File: src/rtl/booth_mult_param.sv
// Radix-2 Booth sequential multiplier with its own control FSM.
// Operands are widened by one bit on load, so a single signed Booth engine
// handles both unsigned and two's complement products.
module booth_mult_param #(
  parameter int N = 8
) (
  input  logic             clk,
  input  logic             reset,
  input  logic             start,
  input  logic             con_signo,
  input  logic [N-1:0]     multiplicando,
  input  logic [N-1:0]     multiplicador,
  output logic             busy,
  output logic             done,
  output logic [2*N-1:0]   resultado
);

  localparam int W  = N + 1;
  localparam int CW = $clog2(W + 1);

  typedef enum logic [1:0] {IDLE, OP, SHIFT, DONE} state_t;

  state_t state, state_next;

  logic [W-1:0]  a, m, q;
  logic          q1;
  logic [CW-1:0] count;

  logic [W-1:0]  m_ext, q_ext;
  logic [W-1:0]  m_neg;
  logic [W-1:0]  a_op;
  logic [W-1:0]  a_sh, q_sh;
  logic          q1_sh;

  // Widen operands: sign bit in signed mode, zero in unsigned mode.
  assign m_ext = {con_signo & multiplicando[N-1], multiplicando};
  assign q_ext = {con_signo & multiplicador[N-1], multiplicador};

  // Two's complement of M for the subtract step; carry-out is dropped.
  assign m_neg = ~m + W'(1);

  // Arithmetic right shift of {A, Q, Q-1}, replicating the sign of A.
  assign {a_sh, q_sh, q1_sh} = {a[W-1], a, q};

  // Booth recoding of the current multiplier bit pair.
  always_comb begin
    a_op = a;
    unique case ({q[0], q1})
      2'b01:   a_op = a + m;
      2'b10:   a_op = a + m_neg;
      default: a_op = a;
    endcase
  end

  // State register.
  always_ff @(posedge clk or negedge reset) begin
    if (!reset) state <= IDLE;
    else        state <= state_next;
  end

  // Next-state logic: one OP/SHIFT pair per widened operand bit.
  always_comb begin
    state_next = state;
    unique case (state)
      IDLE:    state_next = start ? OP : IDLE;
      OP:      state_next = SHIFT;
      SHIFT:   state_next = (count == CW'(1)) ? DONE : OP;
      DONE:    state_next = IDLE;
      default: state_next = IDLE;
    endcase
  end

  // Status outputs decoded straight from the state register.
  always_comb begin
    busy = (state == OP) || (state == SHIFT);
    done = (state == DONE);
  end

  // Datapath: load in IDLE, add/subtract in OP, shift and count in SHIFT.
  always_ff @(posedge clk or negedge reset) begin
    if (!reset) begin
      a         <= '0;
      m         <= '0;
      q         <= '0;
      q1        <= 1'b0;
      count     <= '0;
      resultado <= '0;
    end else begin
      unique case (state)
        IDLE: begin
          if (start) begin
            a     <= '0;
            m     <= m_ext;
            q     <= q_ext;
            q1    <= 1'b0;
            count <= CW'(W);
          end
        end
        OP: begin
          a <= a_op;
        end
        SHIFT: begin
          a     <= a_sh;
          q     <= q_sh;
          q1    <= q1_sh;
          count <= count - CW'(1);
          if (count == CW'(1))
            resultado <= {a_sh[N-2:0], q_sh};
        end
        default: ;
      endcase
    end
  end

endmodule

File: config.mk
export PLATFORM = sky130hd
export DESIGN_NAME = booth_mult_param
export DESIGN_NICKNAME = d
export VERILOG_FILES = /design/src/rtl/booth_mult_param.sv
export SDC_FILE = /design/constraint.sdc
export NUM_CORES = 1
export LEC_CHECK = 0
export CELL_PAD_IN_SITES_DETAIL_PLACEMENT = 1
export CELL_PAD_IN_SITES_GLOBAL_PLACEMENT = 2
export CORE_MARGIN = 2
export CORE_UTILIZATION = 30
export DETAILED_ROUTE_END_ITERATION = 16
export GPL_TIMING_DRIVEN = 0
export PLACE_DENSITY_LB_ADDON = 0.12
export SLEW_MARGIN = 20
export SYNTH_ARGS = -nofsm -noshare
export SYNTH_HDL_FRONTEND = slang
export SYNTH_SLANG_ARGS = --single-unit
File: constraint.sdc
create_clock -name clk -period 4.3 [get_ports clk]
set_input_delay 0.645 -clock clk [delete_from_list [all_inputs] [get_ports clk]]
set_output_delay 0.645 -clock clk [all_outputs]
set_load 0.005 [all_outputs]
==> impl_metrics.py <==
metrics = {
    "power_and_ir_drop": {
        "p_leak_nw": 1.57,
        "internal_power_mw": 1.54,
        "p_sw_share_pct": 42.7,
        "powerDensity_nw_per_um2": 747,
        "switching_power_mw": 1.15,
        "p_clk_share_pct": 13.1,
        "vdd_ir_drop_max_mv": 0.214,
        "p_comb_share_pct": 55.2,
        "p_seq_share_pct": 31.7,
    },
    "global_route": {
        "grt_pass1_wl_um": 12700,
        "grt_pass1_vias": 2451,
        "grtUsageTotal_pct": 15.5,
        "grt_antenna_before_repair": 0,
        "overflow": 0,
        "grt_max_degree": 51,
    },
    "clock_network": {
        "cts.repair.resized": 0,
        "cts_tree": "built",
        "clock_latency_ns": 0.32,
        "cts.htree.levels": 2,
        "numCtsBuffers": 5,
        "root_buffer": "clkbuf_8",
        "clk_pin_slew_ns": 0.12,
        "cts_setup_buffers": 0,
        "clock_path_buffers": 2,
        "clkSinkCount": 50,
        "cts_hold_buf": 0,
    },
    "critical_path": {
        "path_max_fanout": 10,
        "critPathKind": "flop to flop",
        "end_kind": "flop",
        "crit_arrival_ns": 2.54,
        "path_cells": "inv_1, ha_1, buf_2, nand2_1, nor3_2, buf_4, mux2_2",
        "cpMaxStageDelayCell": "nor3_2",
        "required_ns": 4.50,
        "cp_num_buf_inv": 3,
        "start_kind": "flop",
        "crit_family": "buffers and inverters",
        "max_stage_delay_ns": 0.55,
    },
    "placed_design": {
        "hpwl_um": 5480,
        "placed_area_um2": 3490,
        "portBuffers": 37,
        "globalplace.congestion": 0.792,
    },
    "timing": {
        "finalCritPeriodShare_pct": 54.6,
        "tns_ns": 0,
        "tightest_slew_ns": 0.736,
        "fmax_mhz": 426,
        "timing.hold.ws_ns": 0.357,
        "slew_violations": 0,
        "hold_violations": 0,
        "setup_viol_count_final": 0,
        "min_period_ns": 2.35,
        "max_slew_margin_pct": 50.6,
        "rsz0062_at_grt": "false",
        "skew_ns": 0.0187,
    },
    "floorplan": {
        "fp-row-count": 36,
        "core-area_um2": 9680,
        "die_area_um2": 10700,
        "io_pins": 38,
        "initial_core_util_pct": 30.5,
        "dieWidth_um": 103,
        "chipHeight_um": 103,
    },
    "synth": {
        "seq_area_frac_synth_pct": 42.4,
        "synth_edf_count": 0,
        "synthFlopType": "dfrtp_1",
        "ys_ff_latch": 50,
        "syn-instance-count": 292,
        "ys_types": 46,
        "syn_area_um2": 2950,
        "async_reset_ff_share_pct": 100,
        "yosysWarnings": 0,
        "synth_area_per_cell_um2": 10.1,
        "synth_fp_nets": 339,
    },
    "cells_and_area": {
        "drive_above_1_share_pct": 12.8,
        "design_area_um2": 3600,
        "fin_nets": 383,
        "antennaDiodeCount": 0,
        "syn2layout_area_growth_pct": 21.9,
    },
    "routing": {
        "drt-vias-per-instance": 4.89,
        "dr.pass1.iters": 4,
        "drtIter0Drc": 44,
        "wl_per_cell_um": 16.0,
        "via_count": 2296,
        "routed_wl_um": 7530,
        "drc": 0,
        "postRouteAntennaNets": 0,
    },
    "flow_run": {
        "drv_cap": 0,
    },
    "outcome": {
        "status": "completed",
    },
    "min_path": {
        "hold_class": "input pin to async pin",
    },
}
-- metal layers --
layer	up-vias	wire (um)	track usage (%)
met1	1155	3650	20.7
met5	-	0	0
met2	23	3690	27.0
met4	0	52	3.34
met3	4	134	2.02
li1	1114	-	-
-- per-stage QoR --
| step | instances | setup slack (ns) | utilization (%) | power, mW |
|---|---|---|---|---|
| finish | 470 | 1.95 | 37.2 | 2.69 |
| global placement | 462 | 0.810 | 36.0 | 2.34 |
| CTS | 470 | 1.90 | 37.2 | 2.74 |
| floorplan | 292 | 2.41 | - | 1.86 |
| global route | 470 | 1.75 | 37.2 | 2.97 |
| detailed placement | 462 | 1.69 | 36.0 | 2.37 |
-- final cells by class --
type	count	area (um^2)
clock inverters	3	45.0
clock buffers	5	68.8
inverters	25	93.8
multi-input cells	206	1520
repair buffers	37	368
flip-flops and latches	50	1250
fillers	1120	6080
plain buffers	11	88.8
well taps	133	166
-- sequential cells by signal, indices dropped and copies added, names as in the netlist --
name       count
resultado     16
a              9
m              9
q              9
count          4
state          2
q1             1
-- worst register-to-register path: stages, from the launching register on --
cell and delay (ns):
dfrtp_1 0.43, inv_1 0.12, ha_1 0.15, buf_2 0.20
nand2_1 0.09, nor3_2 0.55, buf_4 0.35, mux2_2 0.36
-- path summary, 6_finish.rpt --
kind	slack, ns	startpoint	to	cells after the start
hold / removal	0.36	reset	m[0]$_DFFE_PN0P_	1
setup reg to reg	1.95	state[0]$_DFF_PN0_	resultado[9]$_DFFE_PN0P_	7
min in group clk	0.52	resultado[13]$_DFFE_PN0P_	resultado[13]$_DFFE_PN0P_	1
hold reg to reg	0.52	resultado[13]$_DFFE_PN0P_	resultado[13]$_DFFE_PN0P_	1
max in group asynchronous	3.48	reset	resultado[15]$_DFFE_PN0P_	1
setup / recovery	1.95	state[0]$_DFF_PN0_	resultado[9]$_DFFE_PN0P_	7
-- cell usage in the layout, fill, tap and decap left out, drive strengths merged, types with 2 or more instances in the layout --
cell           count
mux2i              8
ha                25
clkbuf             9
o21a               4
nor3               6
xnor2              3
o21ai             26
inv               25
buf                8
nor2              16
o21bai             2
nand3             10
nand2             25
nor2b              4
clkdlybuf4s50     36
nand2b             3
clkinvlp           2
dfrtp             50
nand4              2
or3                3
a31oi              3
nor4               2
a211o              3
a22oi              2
o22ai              4
mux2              25
fa                 2
o211ai             2
a21oi             13
-- cells in the mapped netlist (2+ instances only) --
library cell / count / area, um^2
clkbuf_8: 2 / 27.5
a31oi_1: 3 / 18.8
a21oi_1: 13 / 65.1
inv_1: 25 / 93.8
fa_1: 2 / 40.0
o211ai_1: 2 / 15.0
nor2_1: 16 / 60.1
o21bai_1: 2 / 15.0
nand4_1: 2 / 12.5
o21a_1: 4 / 30.0
clkbuf_1: 2 / 7.51
nand2_1: 25 / 93.8
ha_1: 25 / 313
mux2_2: 25 / 282
nand2b_1: 3 / 18.8
nand3_1: 10 / 50.1
nor3_1: 5 / 25.0
dfrtp_1: 50 / 1250
buf_4: 3 / 22.5
a22oi_1: 2 / 15.0
xnor2_1: 3 / 26.3
nor4_1: 2 / 12.5
mux2i_1: 8 / 80.1
nor2b_1: 4 / 25.0
a211o_1: 3 / 26.3
or3_1: 3 / 18.8
buf_6: 2 / 22.5
o21ai_0: 25 / 125
o22ai_1: 4 / 25.0
-- power by group through the flow --
stage | combinational, mW | sequential [mW] | clock (mW)
floorplan | 1.05 | 0.809 | 0
global placement | 1.48 | 0.860 | 0
detailed placement | 1.51 | 0.866 | 0
CTS | 1.51 | 0.858 | 0.364
global route | 1.69 | 0.896 | 0.378
finish | 1.49 | 0.852 | 0.353
-- logic make-up (layout without fill, tap and decap cells) --
logic type	after synthesis	count (layout)	synth area share [%]
compound gates	69	69	14.6
xor+xnor	3	3	0.890
fa+ha+maj	27	27	11.9
buf+inv	36	81	6.18
flops	50	50	42.4
mux	33	33	12.2
simple gates	74	74	11.8
(Power assumes the default switching activity.)
